File: src/rtl/seq_pkg.sv
// Shared types and constants for the program sequencer: the FSM state encoding
// and default program-counter width.
package seq_pkg;

    typedef enum logic [1:0] {
        IDLE      = 2'd0,
        RUN       = 2'd1,
        LOAD_WAIT = 2'd2,
        DONE      = 2'd3
    } seq_state_t;

    localparam int PCW_DEFAULT = 10;
    localparam int CYCLE_CNT_W = 16;

endpackage

File: src/rtl/seq_cycle_counter.sv
// Saturating cycle counter with synchronous clear; sticks at all-ones once reached.
module seq_cycle_counter
    import seq_pkg::*;
(
    input  logic                   clk,
    input  logic                   rst_n,
    input  logic                   clear,
    input  logic                   inc,
    output logic [CYCLE_CNT_W-1:0] count
);

    localparam logic [CYCLE_CNT_W-1:0] CNT_ONE = CYCLE_CNT_W'(1);

    always_ff @(posedge clk or negedge rst_n) begin
        if (!rst_n) begin
            count <= '0;
        end else if (clear) begin
            count <= '0;
        end else if (inc && (count != '1)) begin
            count <= count + CNT_ONE;
        end
    end

endmodule

File: src/rtl/prog_sequencer.sv
// Program sequencer: drives the instruction-memory address, inserts a one-cycle
// stall after loads and stops on halt. Define PROG_SEQUENCER_CYCLE_COUNT_EN to add CycleCount.
module prog_sequencer
    import seq_pkg::*;
#(
    parameter int PCW = PCW_DEFAULT
) (
    input  logic             Clk,
    input  logic             Reset_n,
    input  logic             Start,
    input  logic             Branch,
    input  logic [PCW-1:0]   Target,
    input  logic             IsLoad,
    input  logic             Halt,
    output logic [PCW-1:0]   ProgCtr,
    output logic             InstrValid,
    output logic             Stall,
    output logic             Done,
`ifdef PROG_SEQUENCER_CYCLE_COUNT_EN
    output logic [15:0]      CycleCount,
`endif
    output logic [1:0]       StateDbg
);

    // Handshake: Start is a level sampled on each rising Clk; one high cycle in
    // IDLE or DONE launches execution, it is ignored elsewhere and never acknowledged.
    localparam logic [PCW-1:0] PC_ONE = PCW'(1);

    seq_state_t state;

    assign StateDbg   = state;
    assign InstrValid = (state == RUN);
    assign Stall      = (state == LOAD_WAIT);

    always_ff @(posedge Clk or negedge Reset_n) begin
        if (!Reset_n) begin
            state   <= IDLE;
            ProgCtr <= '0;
            Done    <= 1'b0;
        end else begin
            case (state)
                IDLE: begin
                    ProgCtr <= '0;
                    Done    <= 1'b0;
                    if (Start) state <= RUN;
                end
                RUN: begin
                    if (Halt) begin
                        state <= DONE;
                        Done  <= 1'b1;
                    end else if (IsLoad) begin
                        state <= LOAD_WAIT;
                    end else if (Branch) begin
                        ProgCtr <= Target;
                    end else begin
                        ProgCtr <= ProgCtr + PC_ONE;
                    end
                end
                // Load data lands this cycle; the instruction after the load follows.
                LOAD_WAIT: begin
                    ProgCtr <= ProgCtr + PC_ONE;
                    state   <= RUN;
                end
                DONE: begin
                    if (Start) begin
                        Done    <= 1'b0;
                        ProgCtr <= '0;
                        state   <= RUN;
                    end
                end
                default: state <= IDLE;
            endcase
        end
    end

`ifdef PROG_SEQUENCER_CYCLE_COUNT_EN
    logic cnt_clear;
    logic cnt_inc;

    assign cnt_clear = Start && ((state == IDLE) || (state == DONE));
    assign cnt_inc   = (state == RUN) || (state == LOAD_WAIT);

    seq_cycle_counter u_cycle_counter (
        .clk   (Clk),
        .rst_n (Reset_n),
        .clear (cnt_clear),
        .inc   (cnt_inc),
        .count (CycleCount)
    );
`endif

endmodule

File: config.mk
export PLATFORM = sky130hd
export DESIGN_NAME = prog_sequencer
export DESIGN_NICKNAME = d
export VERILOG_FILES = /design/src/rtl/seq_pkg.sv /design/src/rtl/seq_cycle_counter.sv /design/src/rtl/prog_sequencer.sv
export SDC_FILE = /design/constraint.sdc
export NUM_CORES = 1
export LEC_CHECK = 0
export ABC_AREA = 1
export ABC_CLOCK_PERIOD_IN_PS = 4200
export BUFFER_PORTS_ARGS = -buffer_cell sky130_fd_sc_hd__buf_4
export CORE_MARGIN = 2
export CORE_UTILIZATION = 45
export CTS_CLUSTER_SIZE = 8
export DETAILED_ROUTE_END_ITERATION = 8
export PLACE_DENSITY = 0.73
export SYNTH_ARGS = -nofsm -noshare
export SYNTH_HDL_FRONTEND = slang
export SYNTH_SLANG_ARGS = --single-unit
File: constraint.sdc
create_clock -name Clk -period 4.2 [get_ports Clk]
set_input_delay 0.84 -clock Clk [delete_from_list [all_inputs] [get_ports Clk]]
set_output_delay 0.84 -clock Clk [all_outputs]
set_load 0.02 [all_outputs]
==> results.txt <==
Summed over all nets, the switching power comes to 0.000418 W. For this design the static power due to leakage is 0.686 nW. The tools report the final-report max-slew violation count as 0. Internal power comes to 0.000392 W.

The logs give 60.5% for the logic gate share of total power and 2 for the maximum count of clock buffers along a single path. The routed layout has 989 vias. The worst hold path belongs to the class in -> async. Setup repair after global routing left no endpoint under its margin. By count the netlist is led by nand2_1, nand3_1, inv_1, dfrtp_1, nor2_1. The weighted congestion at the end of routability-driven global placement was 0.835. In this run the mean area of a mapped cell was 6.69 sq um. The synthesized netlist occupies a cell area of 997 sq um.

TritonCTS built the clock tree. For the pin with the worst max-slew slack, the measured transition is 0.438 ns. Core utilization of the finished layout: 59.0%. The first-pass GRT wire length was 3.91 mm. The tree is rooted in a clkbuf_4. Pin placement for this block handled 31 I/O pins.

The initial antenna violation count was 0. The worst register-to-register path ends at ProgCtr[3]. In this run the critical register-to-register path is launched from StateDbg[1].

The layout overhead on the synthesized area was 27.1%; the critical path data arrival time was 1.43 ns. The hold violation total from the final report came out at 0. The clock period minus worst slack works out to 2.27 ns. Entering global routing, the biggest net connects 14 pins. The later pin in the worst-skew pair is clocked with a latency of 0.27 ns.

Detailed placement finished with a half-perimeter wire length of 1.77 mm. The fraction of layout cells with a size suffix above 1 came out at 26.0%. After detailed routing, the number of vias per cell comes to 4.73.

Most used flip-flop cell after synthesis: dfrtp_1. For this design, the sink count on the clock tree is 13. The register-to-register setup slack was 2.46 ns. The horizontal die dimension was 51.1 microns. The number of global-route vias before repair is 882. The element type at the critical path end was a primary output.

For the worst supply voltage drop on vdd, the log shows 0.431 mV. The part of the cycle the worst path needs is 54.0%, and the clock-pin slew of the registers on the worst-case setup and hold paths is 0.09 ns. The gate count after technology mapping is 149, and the average wire per standard cell is 11.1 microns. The number of synthesized flops with an enable pin works out to 0. The buffer count from post-CTS setup fixing was 0; the length in cells of the worst reg-to-reg path was 9. The number of synthesized register bits was 13; the number of clock buffers inserted by TritonCTS was 3. Adding up every negative setup slack in the final design gives 0 ns. In this run switching power makes up 51.6% of total power. For the number of routed nets with antenna violations, the log shows 0. The final-layout fill cell count was 223; the die outline height was 51.1 microns. The critical path launch point type is a flip-flop. For this configuration, the core starts out at a cell density of 46.4%. In the post-synthesis netlist, the biggest area contributors are dfrtp_1, nand2_1, nand3_1. The most common cell in the synthesized netlist is nand2_1. After synthesis, the share of flip-flops with an asynchronous set or reset is 100%.

Buffers placed on the I/O ports in this run total 30. The die covers 2610 sq um. At the end of the flow, the number of nets in the layout was 202. Between clock sinks in the finished design, the worst skew comes to 0.00232 ns. At the worst endpoint, the required time is 3.36 ns.

For this block, the initial DRC count from the detailed router was 21. Summing all placed instances gives a cell area of 1240 sq um. The tools report the global router's overall resource usage as 19.8%. The total congestion overflow came out at 0. The run finished with clean final reports. The largest fanout on the critical path came out at 10. After routing the design area is 1270 sq um. The number of standard-cell rows in the floorplan came out at 17.

Of the total power, the clock network draws 10.1%. The netlist uses 25 different library cells. The number of antenna diodes in the final layout is 0.

For this design, the CTS-stage hold fixing added 0 buffers. Of all cell types, the one taking the most synthesized area is dfrtp_1. The worst pin sits at a relative slew slack of 70.8%. The total setup violations reported at the end of the flow is 0, and the total core area is 2150 sq um.

The tool flagged a number of max-cap violations equal to 0. In this run the power density over the cells is 640 nW/um^2. The number of levels the H-tree was split into came out at 1. Sequential share of the synthesized area: 32.6%. The routed wire length came out at 2.32 mm. For the first-pass detailed-route iteration total, the log shows 4. Counting every net in the synthesized netlist gives 169. The post-cts resize count came out at 0. The sequential group share of total power is 29.4%. The start-to-end type of the worst setup path was reg -> out. After synthesis, the largest area contributor takes up 32.6% of total cell area. During synthesis, Yosys emitted a total of 0 warnings.

For this run, the top clock speed supported by timing is 441 MHz. The run gives 0 as the total DRC errors in the routed layout.
-- metrics by stage --
stage          total power [W]  setup WS (ns)  instances  hold WS, ns
2_1_floorplan         0.000577           2.52        149        0.544
3_3_place_gp          0.000726           2.28        205        0.469
3_5_place_dp          0.000736           2.24        205        0.497
4_1_cts               0.000818           1.91        209        0.394
5_1_grt               0.000885           1.83        209        0.402
6_report              0.000811           1.93        209        0.400
-- registers in the layout, indices dropped and copies added (netlist names) --
| signal | cells |
|---|---|
| StateDbg | 2 |
| ProgCtr | 10 |
| Done | 1 |
-- placed cells by master (no fill, tap or decap) --
master    instances
a21oi_1           3
a22oi_1           1
buf_4            30
clkbuf_1          1
clkbuf_4          3
dfrtp_1          13
ha_1              4
inv_1            18
inv_2             3
inv_6             1
nand2_1          56
nand2_2           2
nand2_4           1
nand3_1          20
nand3_2           1
nand4_1           1
nor2_1            7
nor2_2            1
nor2_4            1
o21ai_0           4
o21ai_1           3
o21ai_2           2
o21ai_4           1
o21bai_1          2
or2_4             1
xnor2_1           1
-- power by group through the flow --
| stage | combinational [W] | clock (W) | sequential [W] |
|---|---|---|---|
| after floorplan | 0.000299 | 0 | 0.000278 |
| after global placement | 0.000489 | 0 | 0.000236 |
| after detailed placement | 0.000495 | 0 | 0.000240 |
| after CTS | 0.000496 | 0.0000841 | 0.000238 |
| after global routing | 0.000545 | 0.0000886 | 0.000251 |
| final | 0.000490 | 0.0000818 | 0.000239 |
-- worst max-delay path by stage --
stage                start    endpoint  slack, ns  depth (start not counted)
2_1_floorplan  StateDbg[0]       Stall       2.52                          2
3_3_place_gp   StateDbg[1]  InstrValid       2.28                          3
3_5_place_dp   StateDbg[1]  InstrValid       2.24                          3
4_1_cts        StateDbg[1]  InstrValid       1.91                          3
5_1_grt        StateDbg[1]  InstrValid       1.83                          3
6_report       StateDbg[1]  InstrValid       1.93                          3
-- routing by layer --
| metal | vias up | share of wire, % | global-route usage, % |
|---|---|---|---|
| met3 | 2 | 4.1 | 2.63 |
| met1 | 432 | 48 | 26.2 |
| met5 | - | 0 | 0 |
| met2 | 21 | 47 | 33.8 |
| li1 | 534 | - | - |
| met4 | 0 | 0.73 | 5.41 |
-- area by class of cell --
| type | instances | area (sq um) | area share [%] |
|---|---|---|---|
| Clock buffer | 4 | 26.3 | 2.07 |
| Timing Repair Buffer | 30 | 225 | 17.8 |
| Tap cell | 28 | 35.0 | 2.76 |
| Multi-Input combinational cell | 112 | 568 | 44.8 |
| Inverter | 22 | 87.6 | 6.91 |
| Sequential cell | 13 | 325 | 25.7 |
-- critical path, cell delays in order (launching register included) --
cell	delay, ns
dfrtp_1	0.44
inv_1	0.07
ha_1	0.42
buf_4	0.23
-- cell families after synthesis --
| family | share of synthesized area (%) |
|---|---|
| AOI/OAI and AO/OA | 10.7 |
| xor gates and xnor gates | 0.878 |
| adders and majority gates | 5.02 |
| buffers and inverters | 10.4 |
| DFF | 32.6 |
| and+or+nand+nor | 40.4 |
(Power assumes the default switching activity.)
